### src/rtl/vga_timing_gen.sv
// VGA scan timing generator: pixel divider, x/y counters, sync decode, and an
// alignment pipeline that lines sync/blanking up with the colour returned by the drawing logic.
module vga_timing_gen #(
   parameter int H_ACTIVE  = 640,
   parameter int H_FP      = 16,
   parameter int H_SYNC    = 96,
   parameter int H_BP      = 48,
   parameter int V_ACTIVE  = 480,
   parameter int V_FP      = 10,
   parameter int V_SYNC    = 2,
   parameter int V_BP      = 33,
   parameter int CLK_DIV   = 2,
   parameter int COLOR_LAT = 1,
   parameter bit SYNC_POL  = 1'b0
) (
   input  logic        clk,
   input  logic        resetN,
   input  logic [3:0]  in_red,
   input  logic [3:0]  in_green,
   input  logic [3:0]  in_blue,
   output logic [10:0] pxl_x,
   output logic [9:0]  pxl_y,
   output logic        active,
   output logic        pxl_tick,
   output logic        frame_start,
   output logic [3:0]  vga_r,
   output logic [3:0]  vga_g,
   output logic [3:0]  vga_b,
   output logic        vga_hs,
   output logic        vga_vs
);

   localparam int H_TOTAL = H_ACTIVE + H_FP + H_SYNC + H_BP;
   localparam int V_TOTAL = V_ACTIVE + V_FP + V_SYNC + V_BP;
   localparam int DIV_W   = (CLK_DIV > 1) ? $clog2(CLK_DIV) : 1;

   localparam logic [DIV_W-1:0] DIV_LAST = DIV_W'(CLK_DIV - 1);
   localparam logic [10:0] H_LAST   = 11'(H_TOTAL - 1);
   localparam logic [10:0] H_ACT    = 11'(H_ACTIVE);
   localparam logic [10:0] HS_START = 11'(H_ACTIVE + H_FP);
   localparam logic [10:0] HS_END   = 11'(H_ACTIVE + H_FP + H_SYNC);
   localparam logic [9:0]  V_LAST   = 10'(V_TOTAL - 1);
   localparam logic [9:0]  V_ACT    = 10'(V_ACTIVE);
   localparam logic [9:0]  VS_START = 10'(V_ACTIVE + V_FP);
   localparam logic [9:0]  VS_END   = 10'(V_ACTIVE + V_FP + V_SYNC);

   logic [DIV_W-1:0] div_q, div_d;
   logic [10:0]      x_q, x_d;
   logic [9:0]       y_q, y_d;
   logic             fs_q, fs_d;
   logic             first_q, first_d;
   logic             tick;
   logic             hs_raw, vs_raw, de_raw;

   assign tick = (div_q == DIV_LAST);

   // first_q marks the clock right after reset so the first frame also gets its pulse
   always_comb begin
      div_d   = tick ? '0 : div_q + 1'b1;
      x_d     = x_q;
      y_d     = y_q;
      first_d = 1'b0;
      fs_d    = first_q | (tick && (x_q == H_LAST) && (y_q == V_LAST));
      if (tick) begin
         if (x_q == H_LAST) begin
            x_d = '0;
            y_d = (y_q == V_LAST) ? '0 : y_q + 1'b1;
         end else begin
            x_d = x_q + 1'b1;
         end
      end
   end

   always_ff @(posedge clk) begin
      if (!resetN) begin
         div_q   <= '0;
         x_q     <= '0;
         y_q     <= '0;
         fs_q    <= 1'b0;
         first_q <= 1'b1;
      end else begin
         div_q   <= div_d;
         x_q     <= x_d;
         y_q     <= y_d;
         fs_q    <= fs_d;
         first_q <= first_d;
      end
   end

   assign de_raw = (x_q < H_ACT) && (y_q < V_ACT);
   assign hs_raw = ((x_q >= HS_START) && (x_q < HS_END)) ? SYNC_POL : ~SYNC_POL;
   assign vs_raw = ((y_q >= VS_START) && (y_q < VS_END)) ? SYNC_POL : ~SYNC_POL;

   logic hs_dly, vs_dly, de_dly;

   generate
      if (COLOR_LAT == 0) begin : g_bypass
         assign hs_dly = hs_raw;
         assign vs_dly = vs_raw;
         assign de_dly = de_raw;
      end else begin : g_pipe
         logic [COLOR_LAT-1:0] hs_sr_q, hs_sr_d;
         logic [COLOR_LAT-1:0] vs_sr_q, vs_sr_d;
         logic [COLOR_LAT-1:0] de_sr_q, de_sr_d;

         always_comb begin
            hs_sr_d    = hs_sr_q << 1;
            vs_sr_d    = vs_sr_q << 1;
            de_sr_d    = de_sr_q << 1;
            hs_sr_d[0] = hs_raw;
            vs_sr_d[0] = vs_raw;
            de_sr_d[0] = de_raw;
         end

         always_ff @(posedge clk) begin
            if (!resetN) begin
               hs_sr_q <= {COLOR_LAT{~SYNC_POL}};
               vs_sr_q <= {COLOR_LAT{~SYNC_POL}};
               de_sr_q <= '0;
            end else begin
               hs_sr_q <= hs_sr_d;
               vs_sr_q <= vs_sr_d;
               de_sr_q <= de_sr_d;
            end
         end

         assign hs_dly = hs_sr_q[COLOR_LAT-1];
         assign vs_dly = vs_sr_q[COLOR_LAT-1];
         assign de_dly = de_sr_q[COLOR_LAT-1];
      end
   endgenerate

   logic [3:0] r_q, r_d, g_q, g_d, b_q, b_d;
   logic       hs_q, hs_d, vs_q, vs_d;

   always_comb begin
      r_d  = de_dly ? in_red   : 4'h0;
      g_d  = de_dly ? in_green : 4'h0;
      b_d  = de_dly ? in_blue  : 4'h0;
      hs_d = hs_dly;
      vs_d = vs_dly;
   end

   always_ff @(posedge clk) begin
      if (!resetN) begin
         r_q  <= '0;
         g_q  <= '0;
         b_q  <= '0;
         hs_q <= ~SYNC_POL;
         vs_q <= ~SYNC_POL;
      end else begin
         r_q  <= r_d;
         g_q  <= g_d;
         b_q  <= b_d;
         hs_q <= hs_d;
         vs_q <= vs_d;
      end
   end

   assign pxl_x       = x_q;
   assign pxl_y       = y_q;
   assign active      = de_raw;
   assign pxl_tick    = tick;
   assign frame_start = fs_q;
   assign vga_r       = r_q;
   assign vga_g       = g_q;
   assign vga_b       = b_q;
   assign vga_hs      = hs_q;
   assign vga_vs      = vs_q;

endmodule

### config.mk
export PLATFORM = sky130hd
export DESIGN_NAME = vga_timing_gen
export DESIGN_NICKNAME = d
export VERILOG_FILES = /design/src/rtl/vga_timing_gen.sv
export SDC_FILE = /design/constraint.sdc
export NUM_CORES = 1
export LEC_CHECK = 0
export CORE_UTILIZATION = 40
export CTS_CLUSTER_SIZE = 8
export DETAILED_ROUTE_END_ITERATION = 12
export MAX_ROUTING_LAYER = met4
export PLACE_DENSITY = 0.78
export REMOVE_ABC_BUFFERS = 1
export SETUP_SLACK_MARGIN = 0.15
export SYNTH_ARGS = -nofsm -noshare
export SYNTH_HDL_FRONTEND = slang
export SYNTH_SLANG_ARGS = --single-unit
### constraint.sdc
create_clock -name clk -period 1.8 [get_ports clk]
set_input_delay 0.45 -clock clk [delete_from_list [all_inputs] [get_ports clk]]
set_output_delay 0.45 -clock clk [all_outputs]
set_load 0.02 [all_outputs]
Word-level counts from Yosys, hierarchy flattened

Index checks and enable logic that the tools add are counted.

Register bits after elaboration: 41
Input port bits: 14

$add $sub $neg: 3
Magnitude comparators: 6
Equal/unequal tests: 2
Mux-type cells: 5
Bitwise operators: 2
Reduce and logical (&&, ||, !) cells: 8

Operators with widths:

| kind                                                                           | number |
|---|---|
| 11-bit by 10-bit less-than comparator with 1-bit output, second input constant | 2 |
| 10-bit by 9-bit less-than comparator with 1-bit output, second input constant  | 2 |
| 11-bit by 1-bit adder with 11-bit output, second input constant                | 1 |
| 11-bit by 10-bit equality test with 1-bit output, second input constant        | 1 |
| 11-bit by 10-bit >= comparator with 1-bit output, second input constant        | 1 |
| 11-bit 2-to-1 mux                                                              | 1 |
| 10-bit by 1-bit adder with 10-bit output, second input constant                | 1 |
| 10-bit equality test, second input constant                                    | 1 |
| 10-bit by 9-bit >= comparator with 1-bit output, second input constant         | 1 |
| 10-bit 2-to-1 mux                                                              | 1 |
| 1-bit logical AND                                                              | 5 |
| 2-bit AND reduction                                                            | 2 |
| 1-bit 2-to-1 mux                                                               | 3 |
| 2-bit OR reduction                                                             | 1 |
| 1-bit adder, second input constant                                             | 1 |
| 1-bit inverter                                                                 | 1 |
| 1-bit bitwise OR                                                               | 1 |

Logic depth before layout (Yosys ltp)

Word-level depth: 4
Depth in mapped cells: 7
Depth with buffers taken out: 6

Least setup slack after synthesis

OpenSTA, ideal clock, no wires.

Path type: register -> register
Start point: register x_q[0] (netlist: pxl_x[0])
End point: register y_q[4] (netlist: pxl_y[4])
Library setup time: 70 ps
Arrival time: 1713 ps
Slack: 16 ps
Cell stages (with the launch flop): 6
Path buffers: 0
Cells stage by stage: dfxtp_1 ha_1 and4bb_2 nand4_2 or4_1 a21oi_1

Word-level cells in the longest chain between the ends: 2

Ends and longest elaborated chain:

| element                                          | RTL line | text |
|---|---|---|
| from (decl)                                      | 48       | `logic [10:0] x_q, x_d;` |
| from (signal assigned)                           | 77       | `x_q <= '0;` |
| from (signal assigned)                           | 83       | `x_q <= x_d;` |
| 11-bit by 10-bit equality test with 1-bit output | 65       | `if (x_q == H_LAST) begin` |
| 2-bit AND reduction (no source line)             | -        |  |
| to (signal assigned)                             | 84       | `y_q <= y_d;` |
| to (decl)                                        | 49       | `logic [9:0] y_q, y_d;` |

Every way passes these cells.
A chain may end at the register's enable or synchronous reset.

Worst setup path in the final report

Start point: register x_q[1] (netlist: pxl_x[1])
End point: register y_q[7] (netlist: pxl_y[7])

The elaborated chain is that of the path after synthesis.

==> impl_metrics.py <==
metrics = {
    "place": {
        "io_buffers": 51,
        "gp_congestion": 0.798,
        "hpwl_mm": 2.84,
        "dp.cells": 297,
    },
    "worst_setup_path": {
        "cp-end-kind": "register",
        "startpoint_type": "register",
        "cpMaxStageDelayCell": "or4_4",
        "worstPathArrival_ns": 1.90,
        "critPathBufInv": 1,
        "cp_top_family": "simple AND/OR/NAND/NOR gates",
        "crit_chain": "ha_4, and4bb_2, nand4_4, buf_6, or4_4, a21oi_2",
        "required_ns": 2.03,
        "cp_max_fo": 5,
        "critical_path_class": "reg2reg",
        "cp_slowest_stage_delay_ns": 0.48,
    },
    "layout": {
        "drive_above_1_share_pct": 21.3,
        "fin_nets": 279,
        "antenna_cells": 0,
        "multi_input_area_um2": 818,
        "regArea_um2": 825,
        "stdcell_count": 311,
        "fill_cells": 312,
        "fin_util_pct": 67.2,
        "area_growth_pct": 54.9,
    },
    "routing": {
        "avgViaCountPerCell": 5.17,
        "vias": 1607,
        "wirelength_mm": 4.12,
        "firstDrtPassIters": 4,
        "ant_nets": 0,
        "drc_errors": 0,
        "drtIter0Drc": 60,
        "routedWlPerCell_um": 13.3,
    },
    "timing": {
        "timing.fmax_ghz": 0.597,
        "hold_viol_final": 0,
        "worst_pin_slew_ns": 0.410,
        "fin_skew_ns": 0.00761,
        "post-route-period-util_pct": 93.1,
        "setup_viol": 0,
        "slew_headroom_pct": 72.6,
        "fin_crit_ns": 1.67,
        "rsz0062_at_grt": "yes",
        "drv_slew": 0,
    },
    "clock_tree": {
        "insertion_delay_ns": 0.29,
        "cts-htree-levels": 2,
        "cts_root_buf": "clkbuf_8",
        "cts_tree": "yes",
        "cts_buffers": 5,
        "cts_sinks": 41,
        "path_clk_slew_ns": 0.08,
        "clk_path_buf_depth": 2,
        "ctsHoldBuffers": 0,
    },
    "die": {
        "rows": 22,
        "die_area_um2": 4380,
        "die_h_um": 66.2,
        "start_util_pct": 43.4,
        "die_x_um": 66.2,
        "ioPinCount": 52,
        "core-area_um2": 3800,
    },
    "grt": {
        "grt_max_degree": 22,
        "grt_pass1_wl_mm": 6.59,
        "track_usage_pct": 20.5,
        "grt_pass1_vias": 1425,
        "antenna_found_initial": 0,
        "globalRouteOverflowTotal": 0,
    },
    "synthesis": {
        "synth_edf_count": 0,
        "ys_seq_area_share_pct": 49.8,
        "ys.flop_type": "dfxtp_1",
        "ys_ff_latch": 41,
        "syn_area_per_cell_um2": 9.21,
        "synth_warnings": 0,
        "synthDistinctLibCells": 34,
        "syn_area_um2": 1650,
        "netlist_instances": 179,
        "async_flop_share_pct": 0,
    },
    "status": {
        "status": "complete, no violations",
    },
    "flow_run": {
        "cap_violations": 0,
    },
    "pwr": {
        "p_leak_uw": 0.00125,
        "vdd.ir_drop.worst_mv": 0.395,
        "powerDensity_nw_per_um2": 647,
    },
    "hold_path": {
        "hold_class": "reg2reg",
    },
}
-- cell families (layout without fill, tap and decap cells) --
family | count (synthesis) | in the layout | share of synthesized area (%)
AND/OR/NAND/NOR | 91 | 91 | 31.9
flip-flops | 41 | 41 | 49.8
AO/OA/AOI/OAI | 22 | 22 | 7.74
buffers and inverters | 12 | 96 | 2.96
XOR/XNOR | 10 | 10 | 5.31
adder cells (fa/ha/maj) | 3 | 3 | 2.28
-- metal layers --
| metal | track usage, % | up-vias | wire length [um] |
|---|---|---|---|
| met2 | 33.8 | 47 | 1920 |
| met3 | 4.66 | 5 | 236 |
| li1 | - | 807 | - |
| met5 | - | - | 0 |
| met1 | 24.9 | 748 | 1920 |
| met4 | 6.38 | 0 | 53 |
-- worst paths after layout --
| check | start | end | slack (ns) | depth (start not counted) |
|---|---|---|---|---|
| setup reg to reg | pxl_x[1] | pxl_y[7] | 0.13 | 6 |
| setup / recovery | pxl_x[1] | pxl_y[7] | 0.13 | 6 |
| hold / removal | g_pipe.vs_sr_q | vga_vs | 0.42 | 1 |
| hold reg to reg | g_pipe.vs_sr_q | vga_vs | 0.42 | 1 |
-- worst register-to-register path, delay by kind of cell (launching register included) --
family | cells | cell delay [ns]
compound gates | 1 | 0.12
simple gates | 3 | 0.85
buf+inv | 1 | 0.15
fa+ha+maj | 1 | 0.13
flops | 1 | 0.36
-- layout make-up --
type / instances / area share [%]
Timing Repair Buffer: 83 / 29.2
Multi-Input combinational cell: 126 / 32.1
Sequential cell: 41 / 32.3
Clock buffer: 5 / 2.70
Clock inverter: 3 / 0.686
Tap cell: 48 / 2.35
Inverter: 5 / 0.735
-- synthesized netlist by cell type, types with 4 or more instances --
library cell  count  area share, %
nand4_1           7            2.7
nor2_1           16            3.6
dfxtp_1          41             50
nand2_1          11            2.5
nand3_1          12            3.6
clkbuf_1          4           0.91
and3_1           16            6.1
a21oi_1           8            2.4
xnor2_1           4            2.1
and2_1            4            1.5
xor2_1            6            3.2
o21ai_0           7            2.1
inv_1             5            1.1
-- power by group --
group / switching, uW / leakage (uW) / internal [uW]
combinational: 61.5 / 0.000869 / 71.2
sequential: 11.6 / 0.000335 / 927
clock: 312 / 0.0000439 / 267
total: 385 / 0.00125 / 1270
-- state kept, by name (all words and copies together) (netlist names) --
| register | cells |
|---|---|
| de_dly | 1 |
| first_q | 1 |
| frame_start | 1 |
| g_pipe.hs_sr_q | 1 |
| g_pipe.vs_sr_q | 1 |
| pxl_tick | 1 |
| pxl_x | 11 |
| pxl_y | 10 |
| vga_b | 4 |
| vga_g | 4 |
| vga_hs | 1 |
| vga_r | 4 |
| vga_vs | 1 |
-- timing repair --
item	4_1_cts	5_1_grt
pin swaps	12	3
hold endpoints to repair	0	0
setup endpoints to repair	38	23
setup buffers	5	1
resized for setup	46	11
-- per-stage QoR --
step                total power (uW)  cell area [um^2]  hold WS [ns]  setup slack (ns)  TNS [ns]
floorplan                       1010              1620         0.386            -0.134    -0.414
global placement                1090              2380         0.391            -0.298    -0.324
detailed placement              1090              2380         0.410            -0.329    -0.423
CTS                             1670              2520         0.428             0.127         0
global route                    1730              2550         0.443            0.0561         0
finish                          1650              2550         0.419             0.125         0
-- placed cells by master (no fill, tap or decap), types with 2 or more instances in the layout --
cell type,Yosys,final
o21ai_0,7,7
clkbuf_8,0,5
or3_1,3,3
a21oi_1,8,7
or3b_2,2,2
o21a_1,2,2
nand2b_1,3,3
inv_1,5,5
dfxtp_2,0,3
nand3_1,12,11
dlymetal6s2s_1,0,7
nand2_1,11,11
buf_6,0,3
or4_1,3,2
nand4_1,7,7
o211ai_1,2,2
buf_4,0,28
dfxtp_1,41,38
xor2_1,6,6
xnor2_1,4,4
and4_1,2,2
and2_1,4,4
nor3b_1,2,2
clkinv_2,0,2
ha_1,3,2
nor2_1,16,16
clkdlybuf4s50_1,0,12
and3_1,16,16
dlygate4sd2_1,0,30
nor3_1,3,3
(Power assumes the default switching activity.)
